File: src/rtl/pht_update_scheduler.sv
// Write-side controller for the 2-bit-counter PHT: clear sweep, repair/direct arbitration, direct-update FIFO.
// Optional statistics counters are enabled by defining PHT_SCHED_STAT_EN.
module pht_update_scheduler #(
    parameter int         PHT_IDX_W = 10,
    parameter int         DQ_DEPTH  = 4,
    parameter logic [1:0] INIT_CTR  = 2'b01
) (
    input  logic                 clk,
    input  logic                 rst,
    output logic                 init_done_o,
    input  logic                 repair_valid_i,
    input  logic [PHT_IDX_W-1:0] repair_idx_i,
    input  logic [1:0]           repair_ctr_i,
    input  logic                 repair_take_i,
    input  logic                 direct_valid_i,
    output logic                 direct_ready_o,
    input  logic [PHT_IDX_W-1:0] direct_idx_i,
    input  logic [1:0]           direct_ctr_i,
    input  logic                 direct_take_i,
    output logic                 pht_we_o,
    output logic [PHT_IDX_W-1:0] pht_waddr_o,
    output logic [1:0]           pht_wdata_o,
    output logic                 busy_o
`ifdef PHT_SCHED_STAT_EN
   ,output logic [31:0]          repair_cnt_o,
    output logic [31:0]          flush_drop_cnt_o
`endif
);

    localparam int AW = $clog2(DQ_DEPTH);

    typedef enum logic {S_INIT, S_RUN} state_e;

    // FIFO entries carry the already-updated counter value, so a pop is a plain write.
    typedef struct packed {
        logic [PHT_IDX_W-1:0] idx;
        logic [1:0]           ctr;
    } entry_t;

    function automatic logic [1:0] sat(input logic [1:0] c, input logic t);
        if (t) return (c == 2'd3) ? 2'd3 : c + 2'd1;
        else   return (c == 2'd0) ? 2'd0 : c - 2'd1;
    endfunction

    state_e               state_q, state_d;
    logic [PHT_IDX_W:0]   ptr_q, ptr_d;
    logic [AW:0]          wr_ptr_q, wr_ptr_d, rd_ptr_q, rd_ptr_d;
    logic                 we_q, we_d;
    logic [PHT_IDX_W-1:0] waddr_q, waddr_d;
    logic [1:0]           wdata_q, wdata_d;
    entry_t               mem_q [DQ_DEPTH];
    entry_t               head;
    logic                 fifo_empty, fifo_full, repair_acc, pop, enq;

    assign fifo_empty = (wr_ptr_q == rd_ptr_q);
    assign fifo_full  = (wr_ptr_q[AW] != rd_ptr_q[AW]) && (wr_ptr_q[AW-1:0] == rd_ptr_q[AW-1:0]);
    assign head       = mem_q[rd_ptr_q[AW-1:0]];

    assign direct_ready_o = (state_q == S_RUN) && !fifo_full;
    assign init_done_o    = (state_q == S_RUN);
    assign busy_o         = (state_q == S_INIT) || !fifo_empty;
    assign repair_acc     = (state_q == S_RUN) && repair_valid_i;
    assign pop            = (state_q == S_RUN) && !repair_valid_i && !fifo_empty;
    assign enq            = direct_valid_i && direct_ready_o && !repair_valid_i;

    assign pht_we_o    = we_q;
    assign pht_waddr_o = waddr_q;
    assign pht_wdata_o = wdata_q;

    // NOTE: every always_comb output gets a default first, so no path can infer a latch.
    always_comb begin
        state_d  = state_q;
        ptr_d    = ptr_q;
        wr_ptr_d = wr_ptr_q;
        rd_ptr_d = rd_ptr_q;
        we_d     = 1'b0;
        waddr_d  = waddr_q;
        wdata_d  = wdata_q;
        case (state_q)
            S_INIT: begin
                // The extra pointer bit marks the sweep as complete; RUN starts on the following edge.
                if (!ptr_q[PHT_IDX_W]) begin
                    we_d    = 1'b1;
                    waddr_d = ptr_q[PHT_IDX_W-1:0];
                    wdata_d = INIT_CTR;
                    ptr_d   = ptr_q + 1'b1;
                end else begin
                    state_d = S_RUN;
                end
            end
            S_RUN: begin
                if (repair_acc) begin
                    we_d     = 1'b1;
                    waddr_d  = repair_idx_i;
                    wdata_d  = sat(repair_ctr_i, repair_take_i);
                    rd_ptr_d = wr_ptr_q;
                end else if (pop) begin
                    we_d     = 1'b1;
                    waddr_d  = head.idx;
                    wdata_d  = head.ctr;
                    rd_ptr_d = rd_ptr_q + 1'b1;
                end
                if (enq) wr_ptr_d = wr_ptr_q + 1'b1;
            end
            default: state_d = S_INIT;
        endcase
    end

    // NOTE: state updates use non-blocking assignments; reset is synchronous and active-low here.
    always_ff @(posedge clk) begin
        if (!rst) begin
            state_q  <= S_INIT;
            ptr_q    <= '0;
            wr_ptr_q <= '0;
            rd_ptr_q <= '0;
            we_q     <= 1'b0;
            waddr_q  <= '0;
            wdata_q  <= '0;
        end else begin
            state_q  <= state_d;
            ptr_q    <= ptr_d;
            wr_ptr_q <= wr_ptr_d;
            rd_ptr_q <= rd_ptr_d;
            we_q     <= we_d;
            waddr_q  <= waddr_d;
            wdata_q  <= wdata_d;
        end
    end

    // NOTE: FIFO storage is not reset; the pointers alone define which entries are valid.
    always_ff @(posedge clk) begin
        if (enq) mem_q[wr_ptr_q[AW-1:0]] <= '{idx: direct_idx_i, ctr: sat(direct_ctr_i, direct_take_i)};
    end

`ifdef PHT_SCHED_STAT_EN
    logic [31:0] repair_cnt_q, flush_drop_cnt_q;
    logic [AW:0] occupancy;

    assign occupancy        = wr_ptr_q - rd_ptr_q;
    assign repair_cnt_o     = repair_cnt_q;
    assign flush_drop_cnt_o = flush_drop_cnt_q;

    always_ff @(posedge clk) begin
        if (!rst) begin
            repair_cnt_q     <= '0;
            flush_drop_cnt_q <= '0;
        end else if (repair_acc) begin
            repair_cnt_q     <= repair_cnt_q + 32'd1;
            flush_drop_cnt_q <= flush_drop_cnt_q + 32'(occupancy)
                                + 32'(direct_valid_i && direct_ready_o);
        end
    end
`endif

endmodule
File: config.mk
export PLATFORM = sky130hd
export DESIGN_NAME = pht_update_scheduler
export DESIGN_NICKNAME = d
export VERILOG_FILES = /design/src/rtl/pht_update_scheduler.sv
export SDC_FILE = /design/constraint.sdc
export NUM_CORES = 1
export LEC_CHECK = 0
export CAP_MARGIN = 20
export CELL_PAD_IN_SITES_DETAIL_PLACEMENT = 0
export CELL_PAD_IN_SITES_GLOBAL_PLACEMENT = 1
export CORE_MARGIN = 1.5
export CORE_UTILIZATION = 40
export DETAILED_ROUTE_END_ITERATION = 10
export MAX_ROUTING_LAYER = met4
export PLACE_DENSITY_LB_ADDON = 0.15
export SLEW_MARGIN = 20
export SYNTH_ARGS = -nofsm -noshare
export SYNTH_HDL_FRONTEND = slang
export SYNTH_SLANG_ARGS = --single-unit
export TNS_END_PERCENT = 5
File: constraint.sdc
create_clock -name clk -period 1.7 [get_ports clk]
set_clock_uncertainty 0.1 [all_clocks]
set_input_delay 0.34 -clock clk [delete_from_list [all_inputs] [get_ports clk]]
set_output_delay 0.34 -clock clk [all_outputs]
set_load 0.1 [all_outputs]
==> results by stage <==
Run status:
- The flow ran to the end, but the final reports show violations.
- The final reports fail on setup timing.

Die:
- The overall die area is between 9000 and 10000 µm².
- For this configuration, the core starts out at a cell density of 41.78%.
- After floorplanning, the core was divided into 33 placement rows.
- The number of ports placed on the die boundary is 46.
- The floorplan step set the die width to 96.10 µm.
- The area of the core is 8299 µm².
- In this run the vertical extent of the chip is ~96 µm.

Synthesis:
- The area share of the largest cell type after synthesis is 41.57%.
- After synthesis, the cell types taking the most area are sky130_fd_sc_hd__edfxtp_1 (42%), sky130_fd_sc_hd__dfxtp_1 (19%), sky130_fd_sc_hd__mux2_2 (7.1%).
- The post-synthesis instance area is approximately 3500 µm².
- When the netlist entered floorplanning its net count stood at 307.
- In this run, distinct cell masters in the synthesized netlist total 41.
- The synthesized design contains 81 register bits.
- The Yosys step of the flow raised 0 warnings.
- After synthesis, the share of flip-flops with an asynchronous set or reset is 0%.
- Among all flip-flop cells after synthesis, the most frequent one is sky130_fd_sc_hd__edfxtp_1.
- The synthesized design spends more area on one cell type than any other, namely sky130_fd_sc_hd__edfxtp_1.
- The commonest cells after synthesis are sky130_fd_sc_hd__edfxtp_1 (48), sky130_fd_sc_hd__dfxtp_1 (33), sky130_fd_sc_hd__mux2_2 (22), sky130_fd_sc_hd__nand2_1 (22), sky130_fd_sc_hd__o21ai_0 (19).
- The number of enable flip-flop cells after synthesis is 48.
- The per-instance average area after synthesis is roughly 13 µm².
- The most frequently used cell type in the post-synthesis netlist is sky130_fd_sc_hd__edfxtp_1.
- The cell count after synthesis is 271.
- The proportion of synthesized chip area in sequential cells is about 60%.

STA:
- The number of endpoints with negative hold slack in the final report is 0.
- Headroom to the max-slew limit came out at about 69%.
- Across all hold checks on the routed design, the worst slack comes to approximately 0.44 ns.
- The share of the cycle needed by the critical path after routing is 107.9%.
- The max-slew violation count is 0.
- Setup repair after global routing could not meet its margin everywhere.
- Setup slack on the critical path of the routed design comes to -0.1346 ns.
- For the pin with the worst max-slew slack, the measured transition is 0.4570 ns.
- Derived from the worst setup path, the maximum achievable clock frequency is 545.1 MHz.
- The shortest period the worst path allows is 1.835 ns.
- Setup violations remaining at the end of the flow were counted as 2.

Pwr:
- The highest ir drop seen on vdd is 0.0006107 V.
- The analysis attributes to cell leakage a power of about 1.7 nW.
- The power density relative to cell area is 782.1 nW/µm².

Min path:
- The startpoint identified for the worst hold timing path is pht_wdata_o[0].
- The number of cells on the worst hold path is 2.
- The worst hold path class is flop to flop.
- For hold timing, the worst endpoint is pht_wdata_o[0].

Route:
- The DRC marker count from the first detailed-route iteration is 203.
- The first TritonRoute pass finished after 4 iterations.
- In the routed layout, each cell is associated on average with a via count of approximately 5.4.
- The routed via count is 2502.
- The remaining routing DRC violations is 0.
- For this block, the routed nets add up to 8.007 mm of wire.
- The post-detailed-route count of antenna-violating nets is 0.
- The wire length per cell after detailed routing is 17.41 µm.

GRT:
- The leftover overflow at the end of global routing is 0.
- The overall routing resource usage is 19.67%.
- Entering global routing, the biggest net connects 24 pins.
- The number of global-route vias before repair came to 2443.
- The initial antenna violation count is 0.
- The global-route wire length before repair is 12.74 mm.

Clock tree:
- TritonCTS built the clock tree.
- The source-to-sink clock delay at the later pin of the worst-skew pair is 0.35 ns.
- The maximum level of the CTS H-tree is 3.
- The maximum root-to-sink buffer count is 2.
- The tree built by TritonCTS fans out to 81 sinks.
- The clock-pin slew on the worst setup and hold paths is around 0.09 ns.
- The master cell of the clock root buffer is sky130_fd_sc_hd__clkbuf_8.
- The CTS buffer count is 9.

Placement:
- Detailed placement ended at an HPWL of 5.616 mm.
- In this run the tool buffered the top-level ports with between 40 and 50 buffer cells.
- The number of cells in the design after placement is 437.
- The worst setup slack after placement is -0.3103 ns.
- The final weighted congestion of routability-driven global placement is 0.9157.

Critical path:
- In this run the worst path has a maximum fanout of 4.
- The largest single stage delay on the critical path is 0.36 ns.
- Among cell families on the critical path, the largest total delay comes from flip-flops.
- The type of the setup path with the least slack is flop to output pin.
- The kind of capture point of the worst setup path is an output pin.
- Traced cell by cell, the critical path runs through xnor2_4, and3_4, nand2_4, buf_12.
- The worst flop-to-flop path endpoint is mem_q[3][1].
- Among all stages on the critical path, the largest delay is contributed by sky130_fd_sc_hd__dfxtp_2.
- Counting both buffers and inverters, the worst setup path holds a total of 1.
- The endpoint required time on the critical path is 1.26 ns.
- For the worst setup path, the data arrival time is 1.39 ns.
- For flop-to-flop paths, the worst setup slack is 0.01 ns.
- The critical path startpoint category is a flop.
- The beginning of the worst register-to-register path is rd_ptr_q[1].
- The worst register-to-register path has a depth of 6.

Final layout:
- The number of nets in the final layout is just under 400.
- Relative to the synthesized area, the layout overhead comes to 40.71%.
- The number of antenna repair diodes is 0.
- The finished layout holds 460 standard cells, fillers aside.
- In the final layout, the share of cells above drive strength 1 is 33.24%.

Job:
- The tool flagged a number of max-cap violations equal to 0.
where the power goes:
group	switching (mW)	total, mW	internal [mW]
registers	0.0181	2.09	2.08
clock network	0.780	1.49	0.710
logic	0.113	0.230	0.118
flip-flops by register name, summed over array words and instances (netlist names), named ones only:
| signal | cells |
|---|---|
| mem_q | 48 |
| pht_wdata_o | 2 |
| init_done_o | 1 |
| rd_ptr_q | 3 |
| ptr_q | 11 |
| pht_we_o | 1 |
| pht_waddr_o | 10 |
| wr_ptr_q | 3 |
placed cells by master, fill, tap and decap left out, types with 2 or more instances in the layout:
cell	synthesis	layout
sky130_fd_sc_hd__a21boi_0	2	2
sky130_fd_sc_hd__a21oi_1	6	5
sky130_fd_sc_hd__a222oi_1	11	11
sky130_fd_sc_hd__a311oi_1	2	2
sky130_fd_sc_hd__a31oi_1	12	11
sky130_fd_sc_hd__a31oi_4	0	2
sky130_fd_sc_hd__and2_1	15	14
sky130_fd_sc_hd__and4bb_2	2	2
sky130_fd_sc_hd__buf_12	0	23
sky130_fd_sc_hd__buf_4	0	28
sky130_fd_sc_hd__buf_6	1	3
sky130_fd_sc_hd__clkbuf_8	0	9
sky130_fd_sc_hd__clkdlybuf4s50_1	0	29
sky130_fd_sc_hd__dfxtp_1	33	26
sky130_fd_sc_hd__dfxtp_4	0	6
sky130_fd_sc_hd__edfxtp_1	48	48
sky130_fd_sc_hd__ha_1	6	6
sky130_fd_sc_hd__inv_1	5	4
sky130_fd_sc_hd__inv_6	0	2
sky130_fd_sc_hd__inv_8	0	2
sky130_fd_sc_hd__maj3_1	2	2
sky130_fd_sc_hd__mux2_2	22	22
sky130_fd_sc_hd__nand2_1	22	21
sky130_fd_sc_hd__nand3_1	5	5
sky130_fd_sc_hd__nand4_1	4	4
sky130_fd_sc_hd__nor2_1	5	4
sky130_fd_sc_hd__nor2b_1	3	2
sky130_fd_sc_hd__o21ai_0	19	19
sky130_fd_sc_hd__or3_1	2	2
sky130_fd_sc_hd__xnor2_1	9	8
sky130_fd_sc_hd__xnor2_4	0	3
repair_timing:
item,4_1_cts,5_1_grt
setup endpoints to repair,42,33
hold buffers,0,0
setup buffers,7,0
endpoints found under the hold margin,0,0
pin swaps,6,3
gates resized for setup,23,6
tightest hold or removal path, cell delays in order (launching register included):
cell and delay [ns]:
sky130_fd_sc_hd__dfxtp_1 0.36, sky130_fd_sc_hd__nand2_1 0.07, sky130_fd_sc_hd__a31oi_1 0.07
worst max path at each step:
stage	slack [ns]	depth (start not counted)	from	endpoint
final	-0.13	4	rd_ptr_q[1]	busy_o
after global routing	-0.18	4	rd_ptr_q[1]	busy_o
after CTS	-0.15	4	wr_ptr_q[1]	direct_ready_o
after detailed placement	-0.31	5	repair_valid_i	mem_q[1][7]
after global placement	-0.31	7	repair_valid_i	pht_wdata_o[1]
after floorplan	-0.22	4	init_done_o	direct_ready_o
per-layer routing:
metal	track usage, %	routed length, µm
met5	-	0
met4	8.333	141
met1	27.15	3981
met3	4.581	358
met2	27.64	3525
stage by stage:
stage | power, mW | area, µm² | util (%) | setup TNS, ns
after floorplan | 2.238 | 3508 | - | -7.477
after global placement | 2.373 | 4489 | 54.09 | -16.91
after detailed placement | 2.375 | 4489 | 54.09 | -17.21
after CTS | 3.860 | 4860 | 58.56 | -0.2889
after global routing | 3.941 | 4878 | 58.78 | -1.117
final | 3.815 | 4878 | 58.78 | -0.2666
cell families after synthesis:
family                   count (synthesis)  synth area share (%)
flip-flops                              81                 60.63
AND/OR/NAND/NOR                         64                 9.816
AO/OA/AOI/OAI                           61                 12.38
multiplexers                            24                 8.120
buffers and inverters                   20                 2.598
XOR/XNOR                                13                 3.717
adder cells (fa/ha/maj)                  8                 2.743
area by class of cell:
class	count	area [µm²]
clock buffers	9	123.9
inverters	5	21.27
clock inverters	7	83.83
repair buffers	83	994.7
well taps	105	131.4
fillers	678	3421
flip-flops and latches	81	2126
multi-input cells	170	1398
Note: power is estimated with default switching activity, not from simulation.
